--- src/rtl/nibble_packer.sv ---
// nibble_packer: packs N serial W-bit elements into one N*W-bit word behind a valid/ready output register (optional word_cnt via NIBBLE_PACKER_WORDCNT_EN)
module nibble_packer #(
   parameter int W = 4,
   parameter int N = 4
) (
   input  logic           clk,
   input  logic           rst,
   input  logic           clr,
   input  logic [W-1:0]   in_data,
   input  logic           in_valid,
   output logic           in_ready,
   output logic [N*W-1:0] out_word,
   output logic           out_valid,
   input  logic           out_ready
`ifdef NIBBLE_PACKER_WORDCNT_EN
   ,output logic [7:0]    word_cnt
`endif
);
   localparam int CW = $clog2(N);
   logic [N*W-1:0] asm;
   logic [CW-1:0]  cnt;
   logic           asm_full;
   logic           in_fire, out_fire, out_free, last, load_asm, load_direct;
   assign in_ready    = !asm_full;
   assign in_fire     = in_valid & in_ready;
   assign out_fire    = out_valid & out_ready;
   assign out_free    = !out_valid | out_ready;
   assign last        = cnt == CW'(N - 1);
   assign load_asm    = asm_full & out_free;
   assign load_direct = in_fire & last & out_free;
   // elements shift in from the LSB end, so after N beats the first one sits in the MS slot
   always_ff @(posedge clk or posedge rst) begin
      if (rst) begin
         asm       <= '0;
         cnt       <= '0;
         asm_full  <= 1'b0;
         out_word  <= '0;
         out_valid <= 1'b0;
      end else if (clr) begin
         cnt       <= '0;
         asm_full  <= 1'b0;
         out_valid <= 1'b0;
      end else begin
         if (in_fire) asm <= {asm[N*W-W-1:0], in_data};
         if (load_asm) out_word <= asm;
         else if (load_direct) out_word <= {asm[N*W-W-1:0], in_data};
         out_valid <= (load_asm | load_direct) ? 1'b1 : out_fire ? 1'b0 : out_valid;
         asm_full  <= load_asm ? 1'b0 : (in_fire & last & !out_free) ? 1'b1 : asm_full;
         cnt       <= (load_asm | load_direct) ? '0 : (in_fire & !last) ? cnt + 1'b1 : cnt;
      end
   end
`ifdef NIBBLE_PACKER_WORDCNT_EN
   // counts words taken by the consumer, wrapping at 8 bits
   always_ff @(posedge clk or posedge rst) begin
      if (rst) word_cnt <= '0;
      else if (clr) word_cnt <= '0;
      else if (out_fire) word_cnt <= word_cnt + 8'd1;
   end
`endif
endmodule

--- config.mk ---
export PLATFORM = sky130hd
export DESIGN_NAME = nibble_packer
export DESIGN_NICKNAME = d
export VERILOG_FILES = /design/src/rtl/nibble_packer.sv
export SDC_FILE = /design/constraint.sdc
export NUM_CORES = 1
export LEC_CHECK = 0
export CAP_MARGIN = 15
export CORE_MARGIN = 2
export CORE_UTILIZATION = 39
export DETAILED_ROUTE_END_ITERATION = 8
export PLACE_DENSITY_LB_ADDON = 0.25
export SYNTH_ARGS = -nofsm -noshare
export SYNTH_HDL_FRONTEND = slang
export SYNTH_SLANG_ARGS = --single-unit
--- constraint.sdc ---
create_clock -name clk -period 2.8 [get_ports clk]
set_clock_uncertainty 0.2 [all_clocks]
set_input_delay 0.56 -clock clk [delete_from_list [all_inputs] [get_ports clk]]
set_output_delay 0.56 -clock clk [all_outputs]
set_load 0.01 [all_outputs]
==> summary.md, run 1 <==
| Metric | Value |
|---|---|
| Initial antenna violation count | `0` |
| Hold Crit Class | `reg2reg` |
| Detailed Routing Iterations Pass 1 | `4` |
| Slew Limit Fails | `0` |
| FMAX | `between 400 and 500 MHz` |
| Crit share post-route | `0.8116` |
| Setup violations, final | `0` |
| Synthesized area per cell | `~14 µm²` |
| Slew HR | `0.6143` |
| Layout fillers | `about 340` |
| Clk_lat worst skew | `290 ps` |
| Outcome | `finished, final reports clean` |
| Cell Area, Synth | `between 0.0015 and 0.002 mm²` |
| N_diodes | `0` |
| RSZ-0062 raised after global routing | `false` |
| Comb pwr share | `0.274` |
| Die Y | `68.06 µm` |
| CP max stage cell | `clkdlybuf4s50_1` |
| Commonest cells after routing, fill and taps aside | `36 x dfrtp_1, 26 x clkdlybuf4s50_1, 10 x mux2_4, 10 x nand3_1` |
| Setup slack, reg-to-reg | `about 1000 ps` |
| Crit. path cell count | `2` |
| Root Driver | `clkbuf_8` |
| Pint | `approximately 1.3 mW` |
| Die ar. | `0.004631 mm²` |
| Sw Ratio | `0.2587` |
| #FFs+latches synth | `36` |
| Clk pwr share | `0.266` |
| Top cell type's share of synthesized area | `0.5629` |
| Worst EP required | `2040 ps` |
| Clk sinks | `36` |
| Share of cells above drive strength 1 | `0.2740` |
| Synth warnings | `0` |
| Worst Reg2Reg Path Length in Cells | `5` |
| Total CTS buffers | `5` |
| Setup TNS | `0 ps` |
| Initial DRC Count | `between 50 and 60` |
| FF-to-FF End | `out_word[15]$_DFFE_PP0P_` |
| First-pass GRT wire length | `approximately 5.4 mm` |
| Post-cts repair resize count | `0` |
| Max incr delay on CP | `550 ps` |
| Finished Layout Cells | `196` |
| Worst-Margin Slew | `between 500 and 600 ps` |
| TritonCTS clock tree | `yes` |
| Top delay family on crit path | `buffers and inverters` |
| Setup crit start kind | `register` |
| Residual DRC | `0` |
| Seq pwr share | `0.460` |
| Maximum vdd drop | `0.0003018 V` |
| Clk buf depth | `2` |
| HPWL Detailed | `2.157 mm` |
| Routed wire length | `3.055 mm` |
| Chip Width | `slightly below 70 µm` |
| Max-cap violations | `0` |
| Ports | `27` |
| Post-Syn Nets | `126` |
| H-tree levels | `2` |
| Worst-path fanout max | `10` |
| Fin crit period | `2272 ps` |
| Most area-consuming cells after synthesis | `dfrtp_1 56%, mux2_4 9.4%, o221a_2 5.6%` |
| Gr ovfl total | `0` |
| Cells along the critical path | `inv_6, clkdlybuf4s50_1` |
| Nets | `155` |
| Library cells used by synthesis | `30` |
| Reg2reg start | `cnt[0]$_DFFE_PP0P_` |
| Crit path DAT | `around 1500 ps` |
| Initial Util | `0.4030` |
| Synthesis-to-finish area growth | `24.39%` |
| Seq/Total Area, Yosys | `0.5629` |
| Vias in the first global route | `about 1100` |
| Cell Rows | `23` |
| CTS Hold Buffers Added | `0` |
| Worst setup path start | `asm_full$_DFFE_PP0P_` |
| End of the critical path | `in_ready` |
| Switching power | `between 0.4 and 0.5 mW` |
| Gpl congestion | `0.8665` |
| Cell area power density | `approximately 850 mW/mm²` |
| Largest net degree at the start of global routing | `37` |
| Total instance count after detailed placement | `188` |
| Setup CP Type | `reg2out` |
| WL/cell | `15.59 µm` |
| Number of post-CTS setup repair buffers | `0` |
| Antenna-violating nets left | `0` |
| GRT Total Usage | `0.1615` |
| Via Count | `1063` |
| Clock slew at reported path FFs | `~70 ps` |
| Most common cell after layout, fill and taps aside | `dfrtp_1` |
| Critical Path End Type | `output pin` |
| Via/cell ratio | `between 5 and 6` |
| Core area | `approximately 0.0040 mm²` |
| CP bufs+invs | `2` |
| I/O Buffers | `26` |
| Leak pwr | `~0.84 nW` |
| Yosys top cell by area | `dfrtp_1` |
| Final hold vios | `0` |
| Synth Instances | `116` |
-- final cells by class --
type | instances | area, µm² | area share
multi-input combinational | 71 | 624.3 | 0.3136
clock buffer | 5 | 68.82 | 0.03457
sequential | 36 | 900.9 | 0.4525
tap | 50 | 62.56 | 0.03143
clock inverter | 3 | 42.54 | 0.02137
inverter | 3 | 16.27 | 0.008171
timing repair buffer | 28 | 275.3 | 0.1383
-- power groups by stage --
stage / Sequential (mW) / Combinational, mW / Clock, mW
floorplan: 0.811 / 0.221 / 0
global placement: 0.786 / 0.462 / 0
detailed placement: 0.793 / 0.472 / 0
CTS: 0.786 / 0.472 / 0.465
global route: 0.807 / 0.508 / 0.496
finish: 0.782 / 0.465 / 0.452
-- cells in the mapped netlist --
master,n
a21oi_2,1
a21oi_1,1
buf_4,1
buf_2,1
nand3b_1,1
nor2_1,7
inv_2,1
mux2_2,6
inv_6,1
nor3_4,1
clkbuf_1,1
nand2b_1,1
o22ai_1,8
dfrtp_1,36
xnor2_1,1
ha_1,1
nor3_1,1
nor2b_1,1
nand3_1,10
and3_4,1
inv_1,1
mux2_4,10
and3b_2,1
o21ai_0,1
o221a_2,8
buf_12,1
mux2i_1,1
buf_6,2
nor3b_1,1
a2bb2oi_1,8
-- how the worst min path moves through the flow --
stage                   startpoint                  end  slack, ps  cells after the start
2_1_floorplan  asm[15]$_DFFE_PP0P_  asm[15]$_DFFE_PP0P_        280                      1
3_3_place_gp   asm[15]$_DFFE_PP0P_  asm[15]$_DFFE_PP0P_        290                      1
3_5_place_dp   asm[12]$_DFFE_PP0P_  asm[12]$_DFFE_PP0P_        300                      1
4_1_cts        asm[12]$_DFFE_PP0P_  asm[12]$_DFFE_PP0P_        320                      1
5_1_grt        asm[14]$_DFFE_PP0P_  asm[14]$_DFFE_PP0P_        340                      1
6_report       asm[12]$_DFFE_PP0P_  asm[12]$_DFFE_PP0P_        320                      1
-- registers in the layout (all words and copies together), names as in the netlist --
| name | count |
|---|---|
| asm_full | 1 |
| out_valid | 1 |
| out_word | 16 |
| cnt | 2 |
| asm | 16 |
-- layer usage --
| metal | vias to the layer above | share of wire | track usage |
|---|---|---|---|
| met5 | - | 0 | 0 |
| met4 | 0 | 0.017 | 0.06000 |
| met3 | 6 | 0.045 | 0.05592 |
| met2 | 26 | 0.48 | 0.2646 |
| met1 | 533 | 0.46 | 0.1962 |
| li1 | 498 | - | - |
-- logic make-up (layout without fill, tap and decap cells) --
| kind of cell | count (synthesis) | after routing | share of synthesized area |
|---|---|---|---|
| AO/OA/AOI/OAI | 27 | 27 | 0.1431 |
| adder cells (fa/ha/maj) | 1 | 1 | 0.007817 |
| flip-flops | 36 | 36 | 0.5629 |
| AND/OR/NAND/NOR | 25 | 25 | 0.09149 |
| multiplexers | 17 | 17 | 0.1423 |
| buffers and inverters | 9 | 39 | 0.04690 |
| XOR/XNOR | 1 | 1 | 0.005474 |
-- through the flow --
stage               total power [mW]  setup WS, ps    util  cell area (µm²)  hold slack, ps
finish                         1.699         527.6  0.5013             1991           319.2
floorplan                      1.032         998.4       -             1600           281.6
detailed placement             1.265         416.9  0.4732             1879           300.9
global placement               1.248         472.2  0.4732             1879           292.1
global route                   1.810         465.8  0.5013             1991           344.1
CTS                            1.723         522.7  0.5013             1991           323.2
Note: power is estimated with default switching activity, not from simulation.
==> run 2: changes to the inputs <==
- clock period: 2.8 -> 2.1 ns (I/O delays scaled with it)
==> run 2 against run 1 <==
Highest routed layer unchanged; clock power up 88%; combinational power up 34%; non-clock buffer count up 6; critical endpoint unchanged; routed wire length grew 3.7%; critical path depth is the same; sequential cell count stayed put.
==> summary.md, run 2 (synthesis gave the netlist of run 1 again) <==
| Metric | Value |
|---|---|
| I/O Buffers | `26` |
| CP max stage cell | `clkdlybuf4s50_1` |
| Total instance count after detailed placement | `194` |
| HPWL Detailed | `~2.2 mm` |
| Post-layout util | `0.5246` |
| Core area | `around 0.0040 mm²` |
| Max incr delay on CP | `approximately 540 ps` |
| Fin crit period | `between 1500 and 2000 ps` |
| Worst EP required | `between 1000 and 1500 ps` |
| Clk_lat worst skew | `290 ps` |
| Crit share post-route | `0.9444` |
| Nets | `roughly 160` |
| Synthesis-to-finish area growth | `30.18%` |
| Max-cap violations | `0` |
| Maximum vdd drop | `0.0004856 V` |
| Die Y | `roughly 68 µm` |
| Antenna-violating nets left | `0` |
| Initial DRC Count | `50` |
| Die ar. | `around 0.0046 mm²` |
| Detailed Routing Iterations Pass 1 | `4` |
| Worst slack, placed | `between 40 and 50 ps` |
| FMAX | `~500 MHz` |
| Slew HR | `0.6245` |
| Gr ovfl total | `0` |
| Commonest cells after routing, fill and taps aside | `36 x dfrtp_1, 26 x clkdlybuf4s50_1, 10 x mux2_4, 10 x nand3_1` |
| Setup CP Type | `reg2out` |
| Via Count | `1090` |
| Post-cts repair resize count | `0` |
| Cell Rows | `23` |
| Worst-Margin Slew | `561.2 ps` |
| Slew Limit Fails | `0` |
| Cells along the critical path | `inv_6, clkdlybuf4s50_1` |
| First-pass GRT wire length | `~5.3 mm` |
| Crit path DAT | `1360 ps` |
| Root Driver | `clkbuf_8` |
| Clock slew at reported path FFs | `~70 ps` |
| Top flop regs | `asm: 16 flops, out_word: 16 flops, cnt: 2 flops` |
| Initial Util | `0.4030` |
| RSZ-0062 raised after global routing | `false` |
| Final Power | `2.522 mW` |
| CTS Hold Buffers Added | `0` |
| Finished Layout Cells | `202` |
| Clk sinks | `36` |
| Setup ws final | `116.7 ps` |
| Critical Path End Type | `output pin` |
| Routed wire length | `around 3.2 mm` |
| Number of post-CTS setup repair buffers | `0` |
| Chip Width | `around 68 µm` |
| Via/cell ratio | `~5.4` |
| H-tree levels | `2` |
| Vias in the first global route | `1116` |
| TritonCTS clock tree | `yes` |
| Largest net degree at the start of global routing | `37` |
| Gpl congestion | `0.7832` |
| Share of cells above drive strength 1 | `0.3026` |
| Clk buf depth | `2` |
| Total CTS buffers | `5` |
| Most common cell after layout, fill and taps aside | `dfrtp_1` |
| Setup violations, final | `0` |
| Worst-path fanout max | `10` |
| Setup crit start kind | `register` |
| Cell area power density | `between 1000 and 1500 mW/mm²` |
| Setup TNS | `0 ps` |
| Residual DRC | `0` |
| WL/cell | `approximately 16 µm` |
| Ports | `27` |
| Outcome | `finished, final reports clean` |
| Final hold vios | `0` |
| Initial antenna violation count | `0` |
| N_diodes | `0` |
| Leak pwr | `~0.90 nW` |
| Hold Crit Class | `reg2reg` |
| GRT Total Usage | `0.1570` |
[run 2: changes by cell type in the layout (fill, tap and decap cells not counted), sizes merged]
cell	before	now
clkinv	1	0
clkinvlp	1	0
buf	2	8
bufinv	1	3
[run 2: worst paths after layout]
path,start,end,slack [ps],cells past startpoint
max,asm_full$_DFFE_PP0P_,in_ready,120,2
min,asm[12]$_DFFE_PP0P_,asm[12]$_DFFE_PP0P_,310,1
max reg2reg,cnt[0]$_DFFE_PP0P_,out_word[3]$_DFFE_PP0P_,380,5
min reg2reg,asm[12]$_DFFE_PP0P_,asm[12]$_DFFE_PP0P_,310,1
max in group asynchronous,rst,cnt[1]$_DFFE_PP0P_,1050,3
min in group asynchronous,rst,out_word[14]$_DFFE_PP0P_,330,3
[run 2: power breakdown]
| part | total (mW) | switching [mW] | internal (mW) |
|---|---|---|---|
| clock | 0.851 | 0.257 | 0.594 |
| sequential | 1.05 | 0.145 | 0.901 |
| combinational | 0.625 | 0.195 | 0.430 |
| total | 2.52 | 0.597 | 1.92 |
[run 2: layer usage]
metal	global-route usage	wire length, µm	vias to the layer above
li1	-	-	512
met5	0	0	-
met4	0.06000	51	0
met1	0.1985	1432	544
met2	0.2536	1541	27
met3	0.04605	142	7
[run 2: stage by stage]
| step | area [µm²] | hold WS [ps] |
|---|---|---|
| floorplan | 1600 | 281.6 |
| global placement | 1924 | 292.4 |
| detailed placement | 1924 | 298.6 |
| CTS | 2083 | 319.2 |
| global route | 2083 | 337.7 |
| finish | 2083 | 314.5 |
[run 2: cell type report]
class                      instances  area (µm²)
clock inverter                     3       90.09
tap                               50       62.56
clock buffer                       5       68.82
sequential                        36       900.9
fill                             338        1888
timing repair buffer              34       320.3
inverter                           3       16.27
multi-input combinational         71       624.3
[run 2: critical path: cells and delay by family, from the launching register on]
| family | cells | cell delay, ps |
|---|---|---|
| buffers and inverters | 2 | 650 |
| DFF | 1 | 420 |
==> run 3: changes to the inputs <==
- CORE_MARGIN: 2 -> default
- MAX_ROUTING_LAYER: default -> met4
- SETUP_SLACK_MARGIN: default -> 0.15
==> run 3 against run 2 <==
Routed wire length increased by 1.6%; global-route usage grew 2.6 points; sequential share of layout area grew 0.24 points; via count down 2.5%; power about the same; sequential power about the same; non-clock buffer count shrank 1; sequential cell count unchanged; clock-buffer cell count did not move; utilization grew 2.1 points; cell count down 1.5%; worst hold slack improved by 2.6 ps; largest cell class unchanged; largest power group unchanged.
==> summary.md, run 3 (synthesis gave the netlist of run 1 again) <==
| Metric | Value |
|---|---|
| Gr ovfl total | `0` |
| Worst Reg2Reg Path Length in Cells | `5` |
| Critical Path End Type | `output pin` |
| Fin crit period | `roughly 1800 ps` |
| Reg2reg start | `cnt[0]$_DFFE_PP0P_` |
| Grt met1 use | `0.2561` |
| Worst EP required | `between 1000 and 1500 ps` |
| Setup CP Type | `reg2out` |
| Chip Width | `~66 µm` |
| Slew Limit Fails | `0` |
| Max incr delay on CP | `between 500 and 600 ps` |
| Max-cap violations | `0` |
| First-pass GRT wire length | `5.595 mm` |
| Initial Util | `0.4213` |
| Setup crit start kind | `register` |
| Crit share post-route | `0.8699` |
| GR Util met2 | `0.2462` |
| TritonCTS clock tree | `yes` |
| I/O Buffers | `26` |
| Antenna-violating nets left | `0` |
| Residual DRC | `0` |
| Gpl congestion | `around 0.77` |
| Root Driver | `clkbuf_8` |
| Crit path DAT | `about 1200 ps` |
| Clk buf depth | `2` |
| WHS Endpoint | `asm[15]$_DFFE_PP0P_` |
| Share of cells above drive strength 1 | `0.2980` |
| Crit. path cell count | `1` |
| GRT Total Usage | `0.1835` |
| CTS Hold Buffers Added | `0` |
| Via Count | `1063` |
| Nets | `160` |
| HPWL Detailed | `2.158 mm` |
| Gr busiest metal | `met1` |
| Hold Slack | `roughly 320 ps` |
| Cells along the critical path | `clkdlybuf4s50_1` |
| Routed wire length | `3.219 mm` |
| H-tree levels | `2` |
| Detailed Routing Iterations Pass 1 | `4` |
| Leak pwr | `approximately 0.89 nW` |
| WL/cell | `16.18 µm` |
| Vias in the first global route | `between 1000 and 1500` |
| Die Y | `66.06 µm` |
| Largest net degree at the start of global routing | `37` |
| N_diodes | `0` |
| Worst-Margin Slew | `between 600 and 700 ps` |
| Initial antenna violation count | `0` |
| Initial DRC Count | `42` |
| Top delay family on crit path | `buffers and inverters` |
| Core area | `roughly 0.0038 mm²` |
| CP max stage cell | `clkdlybuf4s50_1` |
| Setup TNS | `0 ps` |
| Setup violations, final | `0` |
| Clk sinks | `36` |
| Cell area power density | `between 1000 and 1500 mW/mm²` |
| CP bufs+invs | `1` |
| FF-to-FF End | `out_word[5]$_DFFE_PP0P_` |
| Commonest cells after routing, fill and taps aside | `36 x dfrtp_1, 25 x clkdlybuf4s50_1, 10 x mux2_4, 10 x nand3_1` |
| Top flop regs | `asm: 16 flops, out_word: 16 flops, cnt: 2 flops` |
| Most common cell after layout, fill and taps aside | `dfrtp_1` |
| Hold Crit Class | `reg2reg` |
| Met3 GRT Util | `0.05690` |
| WHS Path Cells | `1` |
| RSZ-0062 raised after global routing | `false` |
| Clock slew at reported path FFs | `roughly 70 ps` |
| Via/cell ratio | `between 5 and 6` |
| Final hold vios | `0` |
| Ports | `27` |
| Slew HR | `0.5746` |
| Hold path startpoint | `asm[15]$_DFFE_PP0P_` |
| Maximum vdd drop | `~0.0007 V` |
| Cell Rows | `22` |
| Outcome | `finished, final reports clean` |
| Die ar. | `around 0.0044 mm²` |
| Total CTS buffers | `5` |
| Setup slack, reg-to-reg | `~350 ps` |
| Synthesis-to-finish area growth | `29.48%` |
| FMAX | `between 500 and 600 MHz` |
| Worst-path fanout max | `3` |
| Clk_lat worst skew | `between 200 and 300 ps` |
run 3: layer usage:
metal  part of all wire  vias up
li1                   -      509
met1               0.50      521
met2               0.44       28
met3              0.041        5
met4              0.014        0
met5                  0        -
run 3: cell type report:
| type | instances | area (µm²) |
|---|---|---|
| inverter | 3 | 16.27 |
| clock buffer | 5 | 68.82 |
| fill | 314 | 1727 |
| tap | 48 | 60.06 |
| sequential | 36 | 900.9 |
| timing repair buffer | 33 | 311.5 |
| clock inverter | 3 | 90.09 |
| multi-input combinational | 71 | 624.3 |
run 3: worst max path at each step:
stage | from | end | slack, ps
floorplan | cnt[0]$_DFFE_PP0P_ | out_word[0]$_DFFE_PP0P_ | 430
global placement | in_valid | asm[5]$_DFFE_PP0P_ | 70
detailed placement | in_valid | asm[4]$_DFFE_PP0P_ | 40
CTS | out_valid$_DFFE_PP0P_ | out_valid | 270
global route | out_word[12]$_DFFE_PP0P_ | out_word[12] | 240
finish | out_valid$_DFFE_PP0P_ | out_valid | 270
run 3: per-stage QoR:
step	instances	setup slack, ps	utilization	power [mW]	instance area, µm²
finish	199	273.2	0.5455	2.521	2072
global route	199	236.8	0.5455	2.653	2072
CTS	199	266.7	0.5455	2.550	2072
detailed placement	191	38.46	0.5040	1.685	1914
global placement	191	67.84	0.5040	1.670	1914
floorplan	116	434.1	-	1.376	1600
run 3: repair_timing:
item	CTS	global route
endpoints found under the setup margin	1	0
gates resized for setup	1	0
hold endpoints to repair	0	0
setup buffers	0	0
run 3: power by group:
part           internal [mW]  total [mW]  switching, mW
combinational          0.430       0.630          0.200
sequential             0.901        1.05          0.145
clock                  0.594       0.844          0.250
total                   1.92        2.52          0.596
